--- src/rtl/serial_seq_pkg.sv ---
// Shared definitions for the serial sequence transmitter.
//   state_e  : 2-bit controller state encoding, exported on the y port
//   PREAMBLE : frame preamble bits, sent MSB first (used only when
//              SERIAL_SEQ_TX_PREAMBLE_EN is defined)
//   PRE_LEN  : number of preamble bits
package serial_seq_pkg;

  typedef enum logic [1:0] {
    ST_IDLE  = 2'b00,
    ST_SHIFT = 2'b01,
    ST_GAP   = 2'b11,
    ST_PRE   = 2'b10
  } state_e;

  localparam logic [2:0] PREAMBLE = 3'b110;
  localparam int         PRE_LEN  = 3;

endpackage

--- src/rtl/serial_seq_tx.sv ---
// Serial sequence transmitter: accepts a parallel word over valid/ready and
// drives it MSB-first, one bit per clock, on the registered serial line w.
// Each frame is followed by GAP idle cycles (w=0) and one mandatory IDLE cycle.
//
// Build option: SERIAL_SEQ_TX_PREAMBLE_EN -- when defined, each frame is
// prefixed by the 3-bit preamble 1,1,0 sent from state PRE.
//
// Parameters:
//   DATA_W   bits per frame (>=2)
//   GAP      idle cycles after each frame (>=1)
// Ports:
//   clk        clock, rising edge
//   resetn     asynchronous active-low reset
//   in_valid   source has a word on in_data
//   in_data    word to transmit, sampled on handshake
//   in_ready   high only in IDLE (decoded from state only)
//   w          serial data line, registered
//   busy       high in every state except IDLE
//   done       one-cycle pulse in the first GAP cycle of each frame
//   y          current state encoding
module serial_seq_tx
  import serial_seq_pkg::*;
#(
  parameter int DATA_W = 8,
  parameter int GAP    = 2
) (
  input  logic              clk,
  input  logic              resetn,
  input  logic              in_valid,
  input  logic [DATA_W-1:0] in_data,
  output logic              in_ready,
  output logic              w,
  output logic              busy,
  output logic              done,
  output logic [1:0]        y
);

  localparam int CNT_W = $clog2(DATA_W + 3);
  localparam logic [CNT_W-1:0] SHIFT_LAST = CNT_W'(DATA_W - 1);
  localparam logic [CNT_W-1:0] GAP_LAST   = CNT_W'(GAP - 1);
`ifdef SERIAL_SEQ_TX_PREAMBLE_EN
  localparam logic [CNT_W-1:0] PRE_LAST   = CNT_W'(PRE_LEN - 1);
`endif

  state_e            state_q, state_d;
  logic [DATA_W-1:0] sr_q, sr_d;
  logic [CNT_W-1:0]  cnt_q, cnt_d;
  logic              w_q, w_d;
  logic              done_q, done_d;
`ifdef SERIAL_SEQ_TX_PREAMBLE_EN
  logic [2:0]        pre_bits;
`endif

  // Next-state logic. w and done are computed for the cycle that follows the
  // edge, so the first bit appears on w right after the accepting edge.
  always_comb begin
    state_d = state_q;
    sr_d    = sr_q;
    cnt_d   = cnt_q;
    w_d     = 1'b0;
    done_d  = 1'b0;
`ifdef SERIAL_SEQ_TX_PREAMBLE_EN
    pre_bits = 3'b000;
`endif
    case (state_q)
      ST_IDLE: begin
        // in_ready is 1 here, so in_valid alone is the handshake.
        if (in_valid) begin
          sr_d  = in_data;
          cnt_d = '0;
`ifdef SERIAL_SEQ_TX_PREAMBLE_EN
          state_d = ST_PRE;
          w_d     = PREAMBLE[2];
`else
          state_d = ST_SHIFT;
          w_d     = in_data[DATA_W-1];
`endif
        end
      end
`ifdef SERIAL_SEQ_TX_PREAMBLE_EN
      ST_PRE: begin
        if (cnt_q == PRE_LAST) begin
          // The word was loaded at handshake; its MSB goes out next.
          state_d = ST_SHIFT;
          cnt_d   = '0;
          w_d     = sr_q[DATA_W-1];
        end else begin
          cnt_d    = cnt_q + 1'b1;
          // Preamble bit for the next cycle is PREAMBLE[2 - cnt_d].
          pre_bits = PREAMBLE << cnt_d;
          w_d      = pre_bits[2];
        end
      end
`endif
      ST_SHIFT: begin
        // sr_q[MSB] is the bit currently on w; shift it out, zero-fill.
        sr_d = {sr_q[DATA_W-2:0], 1'b0};
        if (cnt_q == SHIFT_LAST) begin
          state_d = ST_GAP;
          cnt_d   = '0;
          done_d  = 1'b1;
        end else begin
          cnt_d = cnt_q + 1'b1;
          w_d   = sr_q[DATA_W-2];
        end
      end
      ST_GAP: begin
        if (cnt_q == GAP_LAST) begin
          state_d = ST_IDLE;
          cnt_d   = '0;
        end else begin
          cnt_d = cnt_q + 1'b1;
        end
      end
      default: begin
        state_d = ST_IDLE;
        cnt_d   = '0;
      end
    endcase
  end

  // State and datapath registers; reset aborts any frame in flight.
  always_ff @(posedge clk or negedge resetn) begin
    if (!resetn) begin
      state_q <= ST_IDLE;
      sr_q    <= '0;
      cnt_q   <= '0;
      w_q     <= 1'b0;
      done_q  <= 1'b0;
    end else begin
      state_q <= state_d;
      sr_q    <= sr_d;
      cnt_q   <= cnt_d;
      w_q     <= w_d;
      done_q  <= done_d;
    end
  end

  assign in_ready = (state_q == ST_IDLE);
  assign busy     = (state_q != ST_IDLE);
  assign w        = w_q;
  assign done     = done_q;
  assign y        = state_q;

endmodule

--- config.mk ---
export PLATFORM = sky130hd
export DESIGN_NAME = serial_seq_tx
export DESIGN_NICKNAME = d
export VERILOG_FILES = /design/src/rtl/serial_seq_pkg.sv /design/src/rtl/serial_seq_tx.sv
export SDC_FILE = /design/constraint.sdc
export NUM_CORES = 1
export LEC_CHECK = 0
export ABC_AREA = 1
export CELL_PAD_IN_SITES_DETAIL_PLACEMENT = 2
export CELL_PAD_IN_SITES_GLOBAL_PLACEMENT = 2
export CORE_ASPECT_RATIO = 1.4
export CORE_MARGIN = 2
export CORE_UTILIZATION = 36
export CTS_CLUSTER_SIZE = 40
export DETAILED_ROUTE_END_ITERATION = 8
export DONT_BUFFER_PORTS = 1
export PLACE_DENSITY = 0.88
export SYNTH_ARGS = -nofsm -noshare
export SYNTH_HDL_FRONTEND = slang
export SYNTH_SLANG_ARGS = --single-unit
--- constraint.sdc ---
create_clock -name clk -period 2.95 [get_ports clk]
set_clock_uncertainty 0.2 [all_clocks]
set_input_delay 0.4425 -clock clk [delete_from_list [all_inputs] [get_ports clk]]
set_output_delay 0.4425 -clock clk [all_outputs]
set_load 0.01 [all_outputs]
**Yosys cells after proc, flatten, opt, wreduce, memory -nomap -nowiden**

Cells that the tools add are included.

- Output and inout port bits: 6
- Register bits: 15

- $add $sub $neg: 1
- Multiplexer cells: 15
- Eq/ne operators: 7
- Reductions and logical operators: 5

Operator list:

| operator | count |
|---|---|
| 7-bit one-hot mux with 2 select lines | 1 |
| 4-bit 2-to-1 mux | 3 |
| 4-bit one-hot mux with 3 select lines | 1 |
| 7-bit 2-to-1 mux | 1 |
| 2-bit 2-to-1 mux | 3 |
| 2-bit inequality test (second input constant) | 3 |
| 2-bit one-hot mux with 3 select lines | 1 |
| 4-bit by 1-bit adder with 4-bit output (second input constant) | 1 |
| 4-bit by 1-bit equality test with 1-bit output (second input constant) | 1 |
| 4-bit by 3-bit equality test with 1-bit output (second input constant) | 1 |
| 1-bit 2-to-1 mux | 4 |
| 2-bit nonzero test | 2 |
| 3-bit AND reduction | 1 |
| 2-bit by 1-bit equality test with 1-bit output (second input constant) | 1 |
| 2-bit equality test (second input constant) | 1 |
| 2-bit logical NOT | 1 |
| 1-bit one-hot mux with 2 select lines | 1 |
| 2-bit AND reduction | 1 |

**Depth between registers and ports, before layout**

- Word-level depth: 3
- Gate-level depth with buffers: 7

**Least setup slack after synthesis**

Ideal clock, no wire load.

- Path type: flip-flop to output port
- From: register state_q[0] (netlist: y[0])
- To: output port busy
- Slack: 1.496 ns
- Buffers on the path: 0
- Required time: 2.308 ns
- Data arrival time: 0.811 ns
- Stages on the path, launching flop included: 3
- Path through: dfrtp_1 nor2_2 inv_2

- Cells in the longest elaborated chain, start to end: 1

RTL lines:

| what | line | RTL |
|---|---|---|
| start: declaration | serial_seq_tx.sv:45 | `state_e state_q, state_d;` |
| start signal: assignment | serial_seq_tx.sv:131 | `state_q <= state_d;` |
| 2-bit nonzero test | serial_seq_tx.sv:140 | `assign busy = (state_q != ST_IDLE);` |
| end: declaration | serial_seq_tx.sv:33 | `output logic busy,` |

No other way between the ends.

**Worst setup path after layout**

Same ends and word-level chain as after synthesis.

==> summary.md <==
| Metric | Value |
|---|---|
| Status | `completed` |
| Nets | `121` |
| Final worst path period share | `63.2%` |
| CP Cell Sequence | `nor2_2 > inv_2` |
| Synth Area per Inst | `7.67 µm²` |
| Least-Margin Pin Slew | `0.728 ns` |
| Gr usage total | `18.8%` |
| Post-synth top area cell | `dfrtp_1` |
| Synth top area cells | `dfrtp_1, nand2_1, ha_1, nand3_1, inv_1` |
| Multi-input gate area | `363 µm²` |
| Hold depth | `2` |
| Setup violators final | `0` |
| WP data arrival | `1.22 ns` |
| Largest net degree at the start of global routing | `16` |
| Vias post-DR | `668` |
| Reg2reg start | `y[0]` |
| Slowest CP cell | `dfrtp_1` |
| Worst vdd ir | `419 µV` |
| YS warnings | `0` |
| Unrepaired setup endpoints after global routing | `no` |
| Core ar. | `2100 µm²` |
| Post-CTS Setup Bufs | `0` |
| #FFs+latches synth | `15` |
| Die width | `43.4 µm` |
| Initial antenna violation count | `0` |
| Crit end category | `output port` |
| TritonCTS buffer count | `3` |
| Critical path fanouts, max | `5` |
| Final WS setup | `1.09 ns` |
| CTS tree | `done` |
| Post-placement cell count | `124` |
| DRC | `0` |
| H-tree level count | `1` |
| ANT nets after route | `0` |
| Syn_nets | `115` |
| Critical path class | `register to output port` |
| R2R Path End | `cnt_q[1]` |
| First-pass GRT wire length | `3530 µm` |
| Boundary pin count | `17` |
| Synthesized area | `782 µm²` |
| Clock-pin slew reported for the worst setup and hold paths after clock tree synthesis | `0.10 ns` |
| Setup TNS | `0 ns` |
| DIE AREA | `2570 µm²` |
| Leak Pwr | `0.457 nW` |
| Overflow after GRT | `0` |
| Placement Rows | `20` |
| Max_cap viols | `0` |
| Register area | `375 µm²` |
| Buf/Inv on CP | `1` |
| Vias in the first global route | `796` |
| Ys async rst share | `100%` |
| Synth cell types | `18` |
| Ys flop type | `dfrtp_1` |
| Startpoint types | `register` |
| Hold EP | `w` |
| Post-synth EDFFs | `0` |
| Worst min path class | `primary input to register` |
| Power Dens Cells | `1090 nW/µm²` |
| Final Non-Filler Cells | `129` |
| Max Freq | `537 MHz` |
| RePlAce Congestion | `0.737` |
| Starting Density | `37.2%` |
| Hold path start | `in_valid` |
| Reg2Reg Depth | `5` |
| Hold Vio Cnt, Final | `0` |
| DP Wirelength | `1490 µm` |
| Post-Route WL | `1960 µm` |
| Via density per instance | `5.18` |
| Die Span Y | `59.1 µm` |
| Skew-Pair Late Insertion Delay | `0.30 ns` |
| Antenna fix cells | `0` |
| Synth Instances | `102` |
| DP Worst Slack | `1.41 ns` |
| Area Growth Syn to Fin | `8.16%` |
| TritonCTS Sinks | `15` |
| Flop-to-flop setup slack | `1.45 ns` |
| WHS | `0.0876 ns` |
| DR iter-0 viols | `9` |
| Relative slew slack | `51.3%` |
| Fin. max-slew vios | `0` |
| Final min period | `1.86 ns` |
| Top cell type's share of synthesized area | `48.0%` |
| IO buf count | `0` |
| Clk buf depth | `2` |
| Filler Cell Count | `249` |
| CP required | `2.31 ns` |
| Share of cells above drive strength 1 | `15.9%` |
| Drt first pass iters | `4` |
| Largest stage delay on the critical path | `0.51 ns` |
| CTS Root Cell | `clkbuf_4` |
| Top cells by count, synth | `nand2_1, dfrtp_1, inv_1` |
| Count leader, synth | `nand2_1` |
| CP delay by family, top | `flip-flops` |
| Sequential fraction of the synthesis area | `48.0%` |
| Routed WL per cell | `15.2 µm` |
logic make-up (layout without fill, tap and decap cells):
family	after synthesis	count (layout)	synth area share, %
and+or+nand+nor	69	69	39.0
DFF	15	15	48.0
adders and majority gates	2	2	3.20
buffers and inverters	11	16	5.60
AOI/OAI and AO/OA	5	5	4.16
flip-flops by register name, summed over array words and instances, names as in the netlist:
name and count:
sr_q 7, cnt_q 4, w 1, done 1
y 2
power by group:
| part | internal, mW | switching, mW |
|---|---|---|
| combinational | 0.136 | 0.278 |
| clock | 0.0527 | 0.0760 |
| sequential | 0.287 | 0.0920 |
worst register-to-register path, delay by kind of cell, from the launching register on:
family | cells | cell delay (ns)
AND/OR/NAND/NOR | 4 | 0.62
buffers and inverters | 1 | 0.11
flip-flops | 1 | 0.51
area by class of cell:
type	count	area share (%)
multi-input combinational	76	42.9
inverter	11	5.18
sequential	15	44.4
clock buffer	4	3.11
timing repair buffer	1	1.18
tap	22	3.25
layer usage:
layer	up-vias	routed length, µm	track usage (%)
li1	322	-	-
met1	331	725	18.3
met2	11	1150	36.5
met3	4	45	2.74
met4	0	42	10.4
met5	-	0	0
worst max-delay path by stage:
| stage | startpoint | endpoint | depth (start not counted) |
|---|---|---|---|
| global route | y[0] | busy | 2 |
| detailed placement | y[0] | busy | 2 |
| finish | y[0] | busy | 2 |
| floorplan | y[0] | busy | 2 |
| global placement | y[0] | busy | 2 |
| CTS | y[0] | busy | 2 |
cell usage in the layout (no fill, tap or decap):
master         instances
clkinv_1               1
nand2_2                3
ha_1                   2
o21ai_2                2
a21oi_1                1
o21ai_1                2
clkbuf_4               3
clkbuf_1               1
nand2_4                1
nor2_2                 1
nand3_1                5
nand2_1               51
nor2_1                 4
inv_1                  6
inv_4                  1
inv_2                  3
dfrtp_1               15
nand3_2                2
nand4_1                1
dlygate4sd3_1          1
nor2_4                 1
metrics by stage:
stage	power (mW)	area, µm²	utilization (%)
global placement	0.766	810	38.5
detailed placement	0.803	810	38.5
floorplan	0.684	782	-
global route	1.02	846	40.2
finish	0.921	846	40.2
CTS	0.939	846	40.2
repair_timing:
| action | 4_1_cts | 5_1_grt |
|---|---|---|
| gates resized for setup | 0 | 0 |
| hold buffers | 1 | 0 |
| hold endpoints to repair | 15 | 0 |
Note: power is estimated with default switching activity, not from simulation.
